## src/rtl/proc_pkg.sv

```systemverilog
// Shared definitions for the 4-register, 4-bit processor datapath:
// opcodes, instruction field positions and the execute/writeback states.
package proc_pkg;

  localparam int DATA_W_DEF = 4;
  localparam int REG_AW_DEF = 2;
  localparam int INSTR_W    = 8;

  // Instruction layout: [7:6] op, [5:4] rd, [3:2] rs1, [1:0] rs2
  localparam int OP_HI  = 7;
  localparam int OP_LO  = 6;
  localparam int RD_HI  = 5;
  localparam int RD_LO  = 4;
  localparam int RS1_HI = 3;
  localparam int RS1_LO = 2;
  localparam int RS2_HI = 1;
  localparam int RS2_LO = 0;

  localparam logic [1:0] OP_ADD = 2'b00;
  localparam logic [1:0] OP_SUB = 2'b01;
  localparam logic [1:0] OP_XOR = 2'b10;
  localparam logic [1:0] OP_LDI = 2'b11;

  typedef enum logic [1:0] {
    IDLE = 2'd0,
    EXEC = 2'd1,
    WB   = 2'd2
  } state_e;

endpackage

```

## src/rtl/alu_4b.sv

```systemverilog
// Combinational ALU: ADD/SUB/XOR/LDI with zero and carry/borrow outputs.
module alu_4b
  import proc_pkg::*;
#(
  parameter int DATA_W = DATA_W_DEF
) (
  input  logic [1:0]        op_i,
  input  logic [DATA_W-1:0] a_i,
  input  logic [DATA_W-1:0] b_i,
  input  logic [DATA_W-1:0] imm_i,
  output logic [DATA_W-1:0] res_o,
  output logic              zero_o,
  output logic              carry_o
);

  logic [DATA_W:0] sum;

  always_comb begin
    sum     = '0;
    res_o   = '0;
    carry_o = 1'b0;
    case (op_i)
      OP_ADD: begin
        sum     = {1'b0, a_i} + {1'b0, b_i};
        res_o   = sum[DATA_W-1:0];
        carry_o = sum[DATA_W];
      end
      OP_SUB: begin
        res_o   = a_i - b_i;
        carry_o = (a_i < b_i);
      end
      OP_XOR: res_o = a_i ^ b_i;
      default: res_o = imm_i; // LDI ignores the read data
    endcase
  end

  assign zero_o = (res_o == '0);

endmodule

```

## src/rtl/exec_writeback_unit.sv

```systemverilog
// Three-state execute/writeback controller: latches one instruction, executes it
// against combinational register-file read data, then pulses the write port.
module exec_writeback_unit
  import proc_pkg::*;
#(
  parameter int DATA_W = DATA_W_DEF,
  parameter int REG_AW = REG_AW_DEF,
  parameter int CNT_W  = 8
) (
  input  logic               clk,
  input  logic               reset,
  // Handshake: an instruction transfers on a rising edge where instr_valid and
  // instr_ready are both high; instr_ready is high only in IDLE and out of reset.
  input  logic               instr_valid,
  output logic               instr_ready,
  input  logic [INSTR_W-1:0] instr,
  output logic [REG_AW-1:0]  rs1_addr,
  output logic [REG_AW-1:0]  rs2_addr,
  input  logic [DATA_W-1:0]  rs1_data,
  input  logic [DATA_W-1:0]  rs2_data,
  output logic               rf_we,
  output logic [REG_AW-1:0]  rf_rd_addr,
  output logic [DATA_W-1:0]  rf_rd_data,
  output logic               flag_zero,
  output logic               flag_carry,
  output logic               retire,
  output logic [CNT_W-1:0]   retire_count,
  output logic [1:0]         dbg_state_o
);

  state_e             state_q, state_d;
  logic [INSTR_W-1:0] ir_q, ir_d;
  logic               rf_we_q, rf_we_d;
  logic [REG_AW-1:0]  rd_addr_q, rd_addr_d;
  logic [DATA_W-1:0]  rd_data_q, rd_data_d;
  logic               zero_q, zero_d;
  logic               carry_q, carry_d;
  logic               retire_q, retire_d;
  logic [CNT_W-1:0]   cnt_q, cnt_d;

  logic [DATA_W-1:0]  alu_res;
  logic               alu_zero;
  logic               alu_carry;

  alu_4b #(.DATA_W(DATA_W)) u_alu (
    .op_i    (ir_q[OP_HI:OP_LO]),
    .a_i     (rs1_data),
    .b_i     (rs2_data),
    .imm_i   (ir_q[RS1_HI:RS2_LO]),
    .res_o   (alu_res),
    .zero_o  (alu_zero),
    .carry_o (alu_carry)
  );

  always_ff @(posedge clk or posedge reset) begin
    if (reset) begin
      state_q   <= IDLE;
      ir_q      <= '0;
      rf_we_q   <= 1'b0;
      rd_addr_q <= '0;
      rd_data_q <= '0;
      zero_q    <= 1'b0;
      carry_q   <= 1'b0;
      retire_q  <= 1'b0;
      cnt_q     <= '0;
    end else begin
      state_q   <= state_d;
      ir_q      <= ir_d;
      rf_we_q   <= rf_we_d;
      rd_addr_q <= rd_addr_d;
      rd_data_q <= rd_data_d;
      zero_q    <= zero_d;
      carry_q   <= carry_d;
      retire_q  <= retire_d;
      cnt_q     <= cnt_d;
    end
  end

  always_comb begin
    state_d   = state_q;
    ir_d      = ir_q;
    rf_we_d   = 1'b0;
    rd_addr_d = rd_addr_q;
    rd_data_d = rd_data_q;
    zero_d    = zero_q;
    carry_d   = carry_q;
    retire_d  = 1'b0;
    cnt_d     = cnt_q;
    case (state_q)
      IDLE: begin
        if (instr_valid) begin
          ir_d    = instr;
          state_d = EXEC;
        end
      end
      EXEC: begin
        // Write pulse and retire are registered so they are high throughout WB
        rd_data_d = alu_res;
        rd_addr_d = ir_q[RD_HI:RD_LO];
        zero_d    = alu_zero;
        carry_d   = alu_carry;
        rf_we_d   = 1'b1;
        retire_d  = 1'b1;
        state_d   = WB;
      end
      WB: begin
        cnt_d   = cnt_q + CNT_W'(1);
        state_d = IDLE;
      end
      default: state_d = IDLE;
    endcase
  end

  assign instr_ready  = (state_q == IDLE) && !reset;
  assign rs1_addr     = ir_q[RS1_HI:RS1_LO];
  assign rs2_addr     = ir_q[RS2_HI:RS2_LO];
  assign rf_we        = rf_we_q;
  assign rf_rd_addr   = rd_addr_q;
  assign rf_rd_data   = rd_data_q;
  assign flag_zero    = zero_q;
  assign flag_carry   = carry_q;
  assign retire       = retire_q;
  assign retire_count = cnt_q;
  assign dbg_state_o  = state_q;

endmodule

```

## config.mk

```make
export PLATFORM = sky130hd
export DESIGN_NAME = exec_writeback_unit
export DESIGN_NICKNAME = d
export VERILOG_FILES = /design/src/rtl/proc_pkg.sv /design/src/rtl/alu_4b.sv /design/src/rtl/exec_writeback_unit.sv
export SDC_FILE = /design/constraint.sdc
export NUM_CORES = 1
export LEC_CHECK = 0
export ABC_AREA = 1
export CELL_PAD_IN_SITES_DETAIL_PLACEMENT = 0
export CELL_PAD_IN_SITES_GLOBAL_PLACEMENT = 2
export CORE_MARGIN = 4
export CORE_UTILIZATION = 27
export CTS_CLUSTER_DIAMETER = 100
export CTS_CLUSTER_SIZE = 16
export DETAILED_ROUTE_END_ITERATION = 6
export PLACE_DENSITY_LB_ADDON = 0.1
export SYNTH_ARGS = -nofsm -noshare
export SYNTH_HDL_FRONTEND = slang
export SYNTH_HIERARCHICAL = 1
export SYNTH_SLANG_ARGS = --single-unit
export TNS_END_PERCENT = 5
```

## constraint.sdc

```tcl
create_clock -name clk -period 1.52 [get_ports clk]
set_clock_uncertainty 0.05 [all_clocks]
set_input_delay 0.304 -clock clk [delete_from_list [all_inputs] [get_ports clk]]
set_output_delay 0.304 -clock clk [all_outputs]
set_load 0.05 [all_outputs]
```

==> metrics.md <==
| Metric | Value |
|---|---|
| Top-count cell post-synth | `nand2_1` |
| Util after Layout | `45.6%` |
| Synthesized flop and latch total | `27` |
| WL/cell | `approximately 11 um` |
| Die Wd | `84.4 um` |
| Antenna cell count | `0` |
| Syn Nets | `230` |
| Largest net degree at the start of global routing | `28` |
| Post-Synth Adder-Cell Area | `9.67%` |
| Fill cells | `576` |
| Area Growth Syn to Fin | `61.2%` |
| MaxCap Viol Count | `0` |
| Vias in the first global route | `1335` |
| Slew HR | `78.3%` |
| XOR/XNOR Fraction of Synth Area | `1.67%` |
| Final Critical Period | `1.49 ns` |
| Initial antenna violation count | `0` |
| Crit Path Category | `primary input to output pin` |
| DR pass1 iterations | `4` |
| H-tree lvl count | `1` |
| Slew Limit Fails | `0` |
| Root Buffer | `clkbuf_8` |
| GRT met2 Usage | `between 15 and 20%` |
| Result of the run | `completed` |
| RePlAce Congestion | `approximately 0.73` |
| Share of the clock period used by the worst path | `98.3%` |
| Slew @ Worst Pin | `0.325 ns` |
| Synth Area in Compound Gates | `5.71%` |
| Iter 0 DRT Violations | `18` |
| Die Height | `approximately 84 um` |
| Fin Hold WS | `0.403 ns` |
| Max Root-Sink Buffers | `2` |
| Highest Clock Rate | `670 MHz` |
| Top FF cell, synth | `dfrtp_1` |
| Combinational family with the most area after synthesis | `simple AND/OR/NAND/NOR gates` |
| GRT Max-Usage Layer | `met2` |
| Number of buffers inserted by port buffering | `43` |
| CTS tree | `done` |
| Final setup vio count | `0` |
| Antenna-violating nets left | `0` |
| Vias/cell | `between 4 and 5` |
| CP arrival | `1.14 ns` |
| Post-detail-place hpwl | `2930 um` |
| Mapped Area | `1580 sq um` |
| Clock buffer count from CTS | `3` |
| CP max FO | `2` |
| Row count | `27` |
| Synth cell count leaders | `nand2_1, inv_1, dfrtp_1` |
| Nets | `roughly 280` |
| Worst VDD drop | `0.798 mV` |
| Reg2reg end | `retire_count[5]` |
| Reg2Reg Depth | `7` |
| Post-synth top area share | `~43%` |
| EDFF count, synth | `0` |
| Core area | `5570 sq um` |
| Total GRT Usage | `10.5%` |
| GRT Residual Overflow | `0` |
| GR Util met3 | `2.75%` |
| First-pass GRT wire length | `6230 um` |
| Synth top area cells | `dfrtp_1, nand2_1, ha_1, inv_1, nand3_1` |
| Synth Warn # | `6` |
| Final hold violation count | `0` |
| Multiplexer area fraction after synthesis | `0%` |
| Die area | `7130 sq um` |
| Total Power | `0.00378 W` |
| Worst EP required | `~1.2 ns` |
| CP Launch Type | `primary input` |
| Placed inst area | `approximately 2400 sq um` |
| FF-to-FF setup slack | `0.17 ns` |
| Hold crit path type | `primary input to asynchronous set/reset pin` |
| Async SR Flop Fraction | `100%` |
| Sequential area share after synthesis | `between 40% and 50%` |
| Post-Route WL | `about 3600 um` |
| Synth area leader | `dfrtp_1` |
| Vias after detailed routing | `1359` |
| CP startpoint | `reset` |
| Clk sinks | `27` |
| Reg2reg start | `dbg_state_o[0]` |
| I/O Pins | `44` |
| Synth Instances | `200` |
| Design area | `2540 sq um` |
| DRC Markers | `0` |
| Initial Util | `28.3%` |
| Simple-gate portion of the synthesized area | `29.7%` |
| Placed cell count | `317` |
| Pwr/cell area | `roughly 1500 nW/um^2` |
| Reg clk slew, reported paths | `0.09 ns` |
| Worst Setup End Kind | `output pin` |
| RSZ-0062 raised after global routing | `yes` |
| Fin cells | `324` |
| Clock latency on the worst-skew pair | `0.27 ns` |
| Fraction of layout instances using a drive strength above 1 | `between 30% and 40%` |
| Post-synthesis cell type count | `23` |
| Avg Cell Area, Syn | `7.89 sq um` |
| Met1 Use GR | `between 10% and 20%` |
| Pleak | `1.27 nW` |
-- cell type report --
type / instances / area, sq um / area share (%)
inverters: 34 / 135 / 5.31
multi-input cells: 134 / 823 / 32.4
well taps: 72 / 90.1 / 3.54
repair buffers: 53 / 772 / 30.3
flip-flops and latches: 27 / 678 / 26.7
clock buffers: 4 / 45.0 / 1.77
-- worst max-delay path: stages --
cell and delay (ns):
clkdlybuf4s50_1 0.46, nor3_4 0.21, buf_12 0.16
-- logic make-up after synthesis --
family                   Yosys count
AO/OA/AOI/OAI                     15
XOR/XNOR                           3
adder cells (fa/ha/maj)           11
buffers and inverters             39
flip-flops                        27
AND/OR/NAND/NOR                  105
-- through the flow --
stage / setup TNS, ns / setup slack [ns]
floorplan: -0.0994 / -0.0532
global placement: -3.61 / -0.783
detailed placement: -3.66 / -0.815
CTS: 0 / 0.0105
global route: -0.0624 / -0.0501
finish: 0 / 0.0265
-- per-layer routing --
layer | vias up | part of all wire, % | wire [um]
met5 | - | 0 | 0
met1 | 612 | 49 | 1770
li1 | 716 | - | -
met2 | 29 | 46 | 1660
met3 | 2 | 4.9 | 176
met4 | 0 | 0.22 | 8
-- how the worst max path moves through the flow --
stage,end,slack [ns],depth (start not counted)
global route,flag_zero,-0.05,12
CTS,flag_zero,0.01,11
global placement,flag_zero,-0.78,13
finish,instr_ready,0.03,3
floorplan,flag_zero,-0.05,11
detailed placement,flag_zero,-0.81,13
-- power by group --
group | switching, W | internal, W
registers | 0.000296 | 0.000926
clock network | 0.000212 | 0.000188
logic | 0.00114 | 0.00102
-- cells in the final DEF (no fill, tap or decap), types with 4 or more instances in the layout --
cell type / instances
nand2_1: 73
buf_12: 27
inv_1: 25
dfrtp_1: 25
nand3_1: 12
clkdlybuf4s50_1: 10
inv_2: 8
buf_4: 8
o21ai_1: 6
ha_1: 5
nand3_2: 5
nor2_1: 4
ha_4: 4
-- sequential cells by signal, indices dropped and copies added, names as in the netlist --
| signal | flops |
|---|---|
| ir_q | 8 |
| retire_count | 8 |
| rf_rd_data | 4 |
| dbg_state_o | 2 |
| rf_rd_addr | 2 |
| flag_carry | 1 |
| flag_zero | 1 |
| retire | 1 |
-- what timing repair did --
action | 4_1_cts | 5_1_grt
pin swaps | 4 | 6
buffers inserted | 2 | 1
setup endpoints to repair | 6 | 3
cloned | 0 | 0
hold buffers | 0 | 0
resized for setup | 29 | 12
(Power assumes the default switching activity.)
